<file path="src/rtl/cart_bus_sampler.sv">
// cart_bus_sampler: brings the asynchronous cartridge bus (select, read strobe,
// address) into the SClk domain, qualifies each console read cycle and emits
// exactly one registered AddrValid pulse per accepted read with the latched
// address split into AddrLo (A7..A0) and AddrHi (A19..A16).
module cart_bus_sampler #(
  parameter int SYNC_STAGES = 2,
  parameter int MIN_LOW     = 2,
  parameter int CNT_W       = 8
) (
  input  logic             SClk,
  input  logic             Reset,
  input  logic             nSel,
  input  logic             nOE,
  input  logic [19:0]      AddrIn,
  output logic [7:0]       AddrLo,
  output logic [3:0]       AddrHi,
  output logic             AddrValid,
  output logic             CycleActive,
  output logic [CNT_W-1:0] ReadCount,
  output logic [CNT_W-1:0] GlitchCount
);

  localparam int LOW_W   = (MIN_LOW < 2) ? 1 : $clog2(MIN_LOW + 1);
  localparam int FLUSH_W = $clog2(SYNC_STAGES + 1);

  typedef enum logic [2:0] {
    ST_RELEASE,
    ST_IDLE,
    ST_QUALIFY,
    ST_ACCEPT,
    ST_HOLD
  } state_t;

  // ---------------------------------------------------------------------------
  // Synchronisers: one flop per stage per signal, reset to the inactive bus.
  // ---------------------------------------------------------------------------
  genvar gi;
  generate
    for (gi = 0; gi < SYNC_STAGES; gi++) begin : g_sync
      logic        sel_reg;
      logic        oe_reg;
      logic [19:0] addr_reg;
      if (gi == 0) begin : g_first
        // First stage samples the raw asynchronous pins.
        always_ff @(posedge SClk) begin
          if (Reset) begin
            sel_reg  <= 1'b1;
            oe_reg   <= 1'b1;
            addr_reg <= '0;
          end else begin
            sel_reg  <= nSel;
            oe_reg   <= nOE;
            addr_reg <= AddrIn;
          end
        end
      end else begin : g_next
        // Later stages shift the previous stage along the chain.
        always_ff @(posedge SClk) begin
          if (Reset) begin
            sel_reg  <= 1'b1;
            oe_reg   <= 1'b1;
            addr_reg <= '0;
          end else begin
            sel_reg  <= g_sync[gi-1].sel_reg;
            oe_reg   <= g_sync[gi-1].oe_reg;
            addr_reg <= g_sync[gi-1].addr_reg;
          end
        end
      end
    end
  endgenerate

  logic        sel_s;
  logic        oe_s;
  logic [19:0] addr_s;
  logic        rd;

  assign sel_s  = g_sync[SYNC_STAGES-1].sel_reg;
  assign oe_s   = g_sync[SYNC_STAGES-1].oe_reg;
  assign addr_s = g_sync[SYNC_STAGES-1].addr_reg;
  assign rd     = ~sel_s & ~oe_s;

  // ---------------------------------------------------------------------------
  // State and datapath registers
  // ---------------------------------------------------------------------------
  state_t             state_reg,   state_next;
  logic [LOW_W-1:0]   low_cnt_reg, low_cnt_next;
  logic [FLUSH_W-1:0] flush_reg,   flush_next;
  logic [19:0]        cand_reg,    cand_next;
  logic [7:0]         addr_lo_reg, addr_lo_next;
  logic [3:0]         addr_hi_reg, addr_hi_next;
  logic               valid_reg,   valid_next;
  logic               active_reg,  active_next;
  logic [CNT_W-1:0]   read_cnt_reg,   read_cnt_next;
  logic [CNT_W-1:0]   glitch_cnt_reg, glitch_cnt_next;

  logic               do_accept;
  logic [19:0]        accept_addr;

  // Next-state and output logic. Outputs are computed on the transition into
  // ACCEPT so that AddrValid is high during the ACCEPT cycle itself.
  always_comb begin
    state_next      = state_reg;
    low_cnt_next    = low_cnt_reg;
    flush_next      = flush_reg;
    cand_next       = cand_reg;
    addr_lo_next    = addr_lo_reg;
    addr_hi_next    = addr_hi_reg;
    valid_next      = 1'b0;
    active_next     = active_reg;
    read_cnt_next   = read_cnt_reg;
    glitch_cnt_next = glitch_cnt_reg;
    do_accept       = 1'b0;
    accept_addr     = cand_reg;

    case (state_reg)
      ST_RELEASE: begin
        // The synchronisers come out of reset showing an idle bus, so their
        // output is only trusted once the chain holds post-reset samples.
        // Without this, a strobe held low across Reset would be accepted.
        if (flush_reg != FLUSH_W'(SYNC_STAGES)) begin
          flush_next = flush_reg + 1'b1;
        end else if (!rd) begin
          state_next = ST_IDLE;
        end
      end

      ST_IDLE: begin
        if (rd) begin
          if (MIN_LOW <= 1) begin
            do_accept   = 1'b1;
            accept_addr = addr_s;
          end else begin
            low_cnt_next = LOW_W'(1);
            cand_next    = addr_s;
            state_next   = ST_QUALIFY;
          end
        end
      end

      ST_QUALIFY: begin
        if (!rd) begin
          if (glitch_cnt_reg != '1) begin
            glitch_cnt_next = glitch_cnt_reg + 1'b1;
          end
          state_next = ST_IDLE;
        end else if (addr_s != cand_reg) begin
          // Address still settling: restart qualification, not a glitch.
          cand_next    = addr_s;
          low_cnt_next = LOW_W'(1);
        end else if (int'(low_cnt_reg) + 1 >= MIN_LOW) begin
          // This cycle is the MIN_LOW-th stable low cycle.
          do_accept   = 1'b1;
          accept_addr = cand_reg;
        end else begin
          low_cnt_next = low_cnt_reg + 1'b1;
        end
      end

      ST_ACCEPT: begin
        state_next = ST_HOLD;
      end

      ST_HOLD: begin
        // Address changes are ignored here: one strobe per read cycle.
        if (!rd) begin
          active_next = 1'b0;
          state_next  = ST_IDLE;
        end
      end

      default: begin
        state_next = ST_RELEASE;
      end
    endcase

    if (do_accept) begin
      addr_lo_next = accept_addr[7:0];
      addr_hi_next = accept_addr[19:16];
      valid_next   = 1'b1;
      active_next  = 1'b1;
      if (read_cnt_reg != '1) begin
        read_cnt_next = read_cnt_reg + 1'b1;
      end
      state_next = ST_ACCEPT;
    end
  end

  // State register and registered outputs; Reset wins over any bus activity.
  always_ff @(posedge SClk) begin
    if (Reset) begin
      state_reg      <= ST_RELEASE;
      low_cnt_reg    <= '0;
      flush_reg      <= '0;
      cand_reg       <= '0;
      addr_lo_reg    <= '0;
      addr_hi_reg    <= '0;
      valid_reg      <= 1'b0;
      active_reg     <= 1'b0;
      read_cnt_reg   <= '0;
      glitch_cnt_reg <= '0;
    end else begin
      state_reg      <= state_next;
      low_cnt_reg    <= low_cnt_next;
      flush_reg      <= flush_next;
      cand_reg       <= cand_next;
      addr_lo_reg    <= addr_lo_next;
      addr_hi_reg    <= addr_hi_next;
      valid_reg      <= valid_next;
      active_reg     <= active_next;
      read_cnt_reg   <= read_cnt_next;
      glitch_cnt_reg <= glitch_cnt_next;
    end
  end

  assign AddrLo      = addr_lo_reg;
  assign AddrHi      = addr_hi_reg;
  assign AddrValid   = valid_reg;
  assign CycleActive = active_reg;
  assign ReadCount   = read_cnt_reg;
  assign GlitchCount = glitch_cnt_reg;

endmodule

</file>
<file path="config.mk">
export PLATFORM = sky130hd
export DESIGN_NAME = cart_bus_sampler
export DESIGN_NICKNAME = d
export VERILOG_FILES = /design/src/rtl/cart_bus_sampler.sv
export SDC_FILE = /design/constraint.sdc
export NUM_CORES = 1
export LEC_CHECK = 0
export CAP_MARGIN = 10
export CORE_ASPECT_RATIO = 2
export CORE_MARGIN = 5
export CORE_UTILIZATION = 55
export CTS_BUF_LIST = sky130_fd_sc_hd__clkbuf_4
export DETAILED_ROUTE_END_ITERATION = 8
export PLACE_DENSITY = 0.8
export RECOVER_POWER = 25
export REMOVE_ABC_BUFFERS = 1
export SYNTH_ARGS = -nofsm -noshare
export SYNTH_HDL_FRONTEND = slang
export SYNTH_SLANG_ARGS = --single-unit
export TNS_END_PERCENT = 100
</file>
<file path="constraint.sdc">
create_clock -name SClk -period 3.1 [get_ports SClk]
set_input_delay 0.465 -clock SClk [delete_from_list [all_inputs] [get_ports SClk]]
set_output_delay 0.465 -clock SClk [all_outputs]
set_load 0.005 [all_outputs]
</file>
# ---- Word-level counts from Yosys, hierarchy flattened
# Cells that the tools add are included.
dict set report totals {
  regBits 101
  input_bits 24
  output_inout_bits 30
  wordCells 78
}
dict set report classes {
  n_addsub 5
  order_cmp 1
  n_eq_ne 16
  muxes 22
  bitwise 4
  n_reduce_logical 13
}
# op n
set ops {}
lappend ops {{$mux W20} 3}
lappend ops {{$pmux W20 S2} 1}
lappend ops {{$ne A20 B20 Y1} 1}
lappend ops {{$add A8 B1 Y8 const B} 2}
lappend ops {{$ne A8 B8 Y1 const B} 2}
lappend ops {{$pmux W3 S4} 1}
lappend ops {{$mux W2} 5}
lappend ops {{$ne A2 B2 Y1 const B} 5}
lappend ops {{$reduce_and A2 Y1} 5}
lappend ops {{$mux W3} 3}
lappend ops {{$ne A3 B3 Y1 const B} 3}
lappend ops {{$mux W1} 8}
lappend ops {{$reduce_and A4 Y1} 2}
lappend ops {{$eq A3 B2 Y1 const B} 2}
lappend ops {{$add A2 B1 Y2 const B} 2}
lappend ops {{$pmux W2 S2} 1}
lappend ops {{$reduce_bool A2 Y1} 2}
lappend ops {{$reduce_or A2 Y1} 2}
lappend ops {{$add A2 B1 Y3 const B} 1}
lappend ops {{$eq A3 B1 Y1 const B} 1}
lappend ops {{$eq A3 B3 Y1 const B} 1}
lappend ops {{$ge A3 B2 Y1 const B} 1}
lappend ops {{$logic_not A3 Y1} 1}
lappend ops {{$not A1 Y1} 3}
lappend ops {{other kinds (3)} 3}

# ---- Logic depth before layout (Yosys ltp)
dict set report depth {
  word_depth 8
  ltp_mapped 8
  depth_no_buf 7
}

# ---- Worst setup path before layout
# No wires, ideal clock.
dict set report synth_path {
  kind {register to register}
  start {register cand_reg[6]}
  end {register read_cnt_reg[6], in the netlist ReadCount[6]}
  setup_time_ns 0.116
  arrival_ns 2.144
  slack_ns 0.841
  path_stages_with_launch 7
  cell_sequence {dfxtp_1 > xnor2_1 > nand4_1 > or3_1 > or4_4 > or4b_1 > and3b_1}
}
dict set report synth_between {
  elab_chain_len 5
}
# element line_no
set synth_rtl {}
lappend synth_rtl {{start: declaration} 89} ;# logic [19:0] cand_reg, cand_next;
lappend synth_rtl {{start signal: assignment} 206} ;# cand_reg <= cand_next;
lappend synth_rtl {{$ne A20 B20 Y1} 147} ;# end else if (addr_s != cand_reg) begin
lappend synth_rtl {{$mux W1} 147}
lappend synth_rtl {{$mux W1} 142} ;# if (!rd) begin
lappend synth_rtl {{$mux W1} 116} ;# case (state_reg)
lappend synth_rtl {{$reduce_and A2 Y1 (no source line)} -}
lappend synth_rtl {{end signal: assignment} 211} ;# read_cnt_reg <= read_cnt_next;
lappend synth_rtl {{end: declaration} 94} ;# logic [CNT_W-1:0] read_cnt_reg, read_cnt_next;
# No other way between the ends.
# A chain may end at the register's enable or synchronous reset.

# ---- Worst setup path in the final report
dict set report layout_path {
  start {register cand_reg[1]}
  end {register read_cnt_reg[6], in the netlist ReadCount[6]}
}
# Same word-level chain as after synthesis.

==> impl_metrics.csv <==
group,metric,value,unit
status,status,"complete, no violations",
drt,post-route-drc-count,0,
clock_tree,clk_pin_slew_worst_paths,0.13,ns
timing,timing.final.crit_share,83.3,%
clock_tree,holdBufCountCts,0,
critical_path,cp_data_arrival_time,2.93,ns
job,cap_violations,0,
timing,fmax,0.387,GHz
finish,seq_area,2020,µm²
synth,dominantRegCellSynth,"dfxtp_1",
drt,wl,6910,µm
synth,synth_area_leaders,"dfxtp_1 (53%), nor2b_1 (6.8%), xnor2_1 (5.3%)",
timing,hold_violations,0,
finish,nets,468,
clock_tree,clk_latency,0.44,ns
synth,ys_seq_elements,101,
synth,synth-edff-count,0,
clock_tree,htreeDepth,3,
clock_tree,postCtsSetupRepairBufs,0,
synth,syn-cell-area,3780,µm²
finish,nFillCells,566,
finish,antenna_cells,0,
clock_tree,cts_tree,"done",
floorplan,ios,54,
place,io_buffers,53,
floorplan,dieHeight,127,µm
clock_tree,numCtsBuffers,9,
place,dp_hpwl,4870,µm
global_routing,met1_usage,19.1,%
floorplan,initial_core_util,56.7,%
synth,post-synth-top-area-cell,"dfxtp_1",
place,dp_cells,517,
global_routing,use_met3,3.95,%
critical_path,cp_max_fo,23,
synth,ys_warn_count,0,
timing,period_needed,2.58,ns
timing,layout_setup_ws,0.516,ns
global_routing,grt_pass1_wl,11700,µm
global_routing,grt_util_met2,30.3,%
synth,syn_area_per_cell,9.52,µm²
clock_tree,root_buffer,"clkbuf_4",
critical_path,crit_required,3.45,ns
global_routing,track_usage,17.3,%
clock_tree,cts.sinks,101,
synth,async_reset_ff_share,0,%
floorplan,die_area,8730,µm²
global_routing,grt_overflow,0,
drt,drt.antenna.violating_nets,0,
synth,synth_top_area_share,53.5,%
drt,vias,2810,
finish,finalNonFillerCells,532,
pwr,peakVddDrop,0.446,mV
drt,drtIter0Drc,123,
floorplan,rows,42,
timing,drv_slew,0,
global_routing,grt_pass1_vias,2672,
pwr,p_per_area,498,nW/µm²
finish,multi_input_area,1630,µm²
global_routing,antenna_found_initial,0,
place,post-place-ws,0.526,ns
drt,first_pass_iters,4,
clock_tree,cts_buffer_depth,2,
timing,final.setup.tns,0,ns
global_routing,grt_max_degree,69,
timing,slew_headroom,5.23,%
timing,rsz0062_at_grt,"false",
synth,synth_seq_area_share,53.5,%
synth,synth_cells,397,
worst_hold_path,min_path_type,"register to register",
floorplan,die_w,68.6,µm
drt,viasPerCell,5.28,
finish,drive_above_1_share,6.08,%
place,gp_congestion,0.803,
critical_path,endpoint_kind,"register",
finish,area_growth,18.9,%
synth,ys_types,38,
pwr,p_leak,1.62,nW
critical_path,worst_setup_path_start_kind,"register",
critical_path,crit_type,"register to register",
floorplan,core_area,6670,µm²
timing,finalSetupViolCount,0,
timing,worstMarginPinSlew,1.42,ns
timing,fin_worst_skew,0.0146,ns
drt,wl_per_cell,13.0,µm
clock_tree,post_cts_resize_count,0,
global_routing,gr-max-usage-layer,"met2",
## per-stage QoR
stage	total power [mW]	hold WS [ns]	util [%]	instance area, µm²
after floorplan	1.48	0.389	-	3670
after global placement	1.54	0.392	65.2	4350
after detailed placement	1.55	0.405	65.2	4350
after CTS	2.26	0.433	67.4	4500
after global routing	2.34	0.452	67.3	4490
final	2.24	0.432	67.3	4490
## power by group
part / internal, mW / switching, mW
Combinational: 0.0813 / 0.0747
Clock: 0.328 / 0.392
Sequential: 1.34 / 0.0234
## critical path, cell delays in order, from the launching register on
cell and delay, ns:
dfxtp_1 0.40, xnor2_1 0.13, nand4_1 0.15, or3_1 0.39, or4_4 0.70, or4b_1 0.54
and3b_1 0.19
## per-layer routing
metal | vias up | routed length [µm]
li1 | 1436 | -
met1 | 1308 | 2730
met2 | 52 | 3780
met3 | 14 | 262
met4 | 0 | 132
met5 | - | 0
## final timing paths
check | from | to | slack, ns | cells past startpoint
setup / recovery | cand_reg[1] | ReadCount[6] | 0.52 | 6
hold / removal | g_sync[0].oe_reg | g_sync[1].oe_reg | 0.43 | 1
setup reg to reg | cand_reg[1] | ReadCount[6] | 0.52 | 6
hold reg to reg | g_sync[0].oe_reg | g_sync[1].oe_reg | 0.43 | 1
## cell usage after synthesis (2+ instances only)
| cell | count |
|---|---|
| nor3_1 | 3 |
| clkbuf_1 | 21 |
| inv_1 | 8 |
| ha_1 | 4 |
| a21oi_1 | 31 |
| xor2_1 | 5 |
| or4_1 | 4 |
| nor2_1 | 32 |
| o21ai_0 | 25 |
| nand2_1 | 10 |
| xnor2_1 | 23 |
| dfxtp_1 | 101 |
| or2_2 | 6 |
| o31ai_1 | 3 |
| nand3_1 | 27 |
| mux2i_1 | 14 |
| nand4_1 | 9 |
| a311oi_1 | 2 |
| nor2b_1 | 41 |
| or3_1 | 7 |
| nor4_1 | 3 |
| o22ai_1 | 2 |
## cells in the final DEF (no fill, tap or decap), types with 3 or more instances in the layout
cell | Yosys | routed
nand2_1 | 10 | 10
nor2_1 | 32 | 32
buf_4 | 1 | 3
or3_1 | 7 | 7
ha_1 | 4 | 4
xnor2_1 | 23 | 23
clkbuf_4 | 0 | 10
a21oi_1 | 31 | 31
nor2b_1 | 41 | 41
dfxtp_1 | 101 | 101
clkdlybuf4s50_1 | 0 | 52
or2_2 | 6 | 6
nand4_1 | 9 | 9
inv_1 | 8 | 8
or4_1 | 4 | 4
o21ai_0 | 25 | 24
xor2_1 | 5 | 5
mux2i_1 | 14 | 14
nor3_1 | 3 | 3
nand3_1 | 27 | 27
o31ai_1 | 3 | 3
## cell families after synthesis
kind of cell	Yosys count	share of synthesized area, %
compound gates	68	9.93
simple gates	148	21.2
fa+ha+maj	4	1.32
xor+xnor	28	6.49
flops	101	53.5
buf+inv	33	3.61
mux	15	4.00
## cell type report
class	count	area share, %
clock buffer	10	1.67
inverter	8	0.668
timing repair buffer	57	12.3
clock inverter	5	1.70
tap	88	2.45
multi-input combinational	263	36.2
sequential	101	45.0
Note: power is estimated with default switching activity, not from simulation.
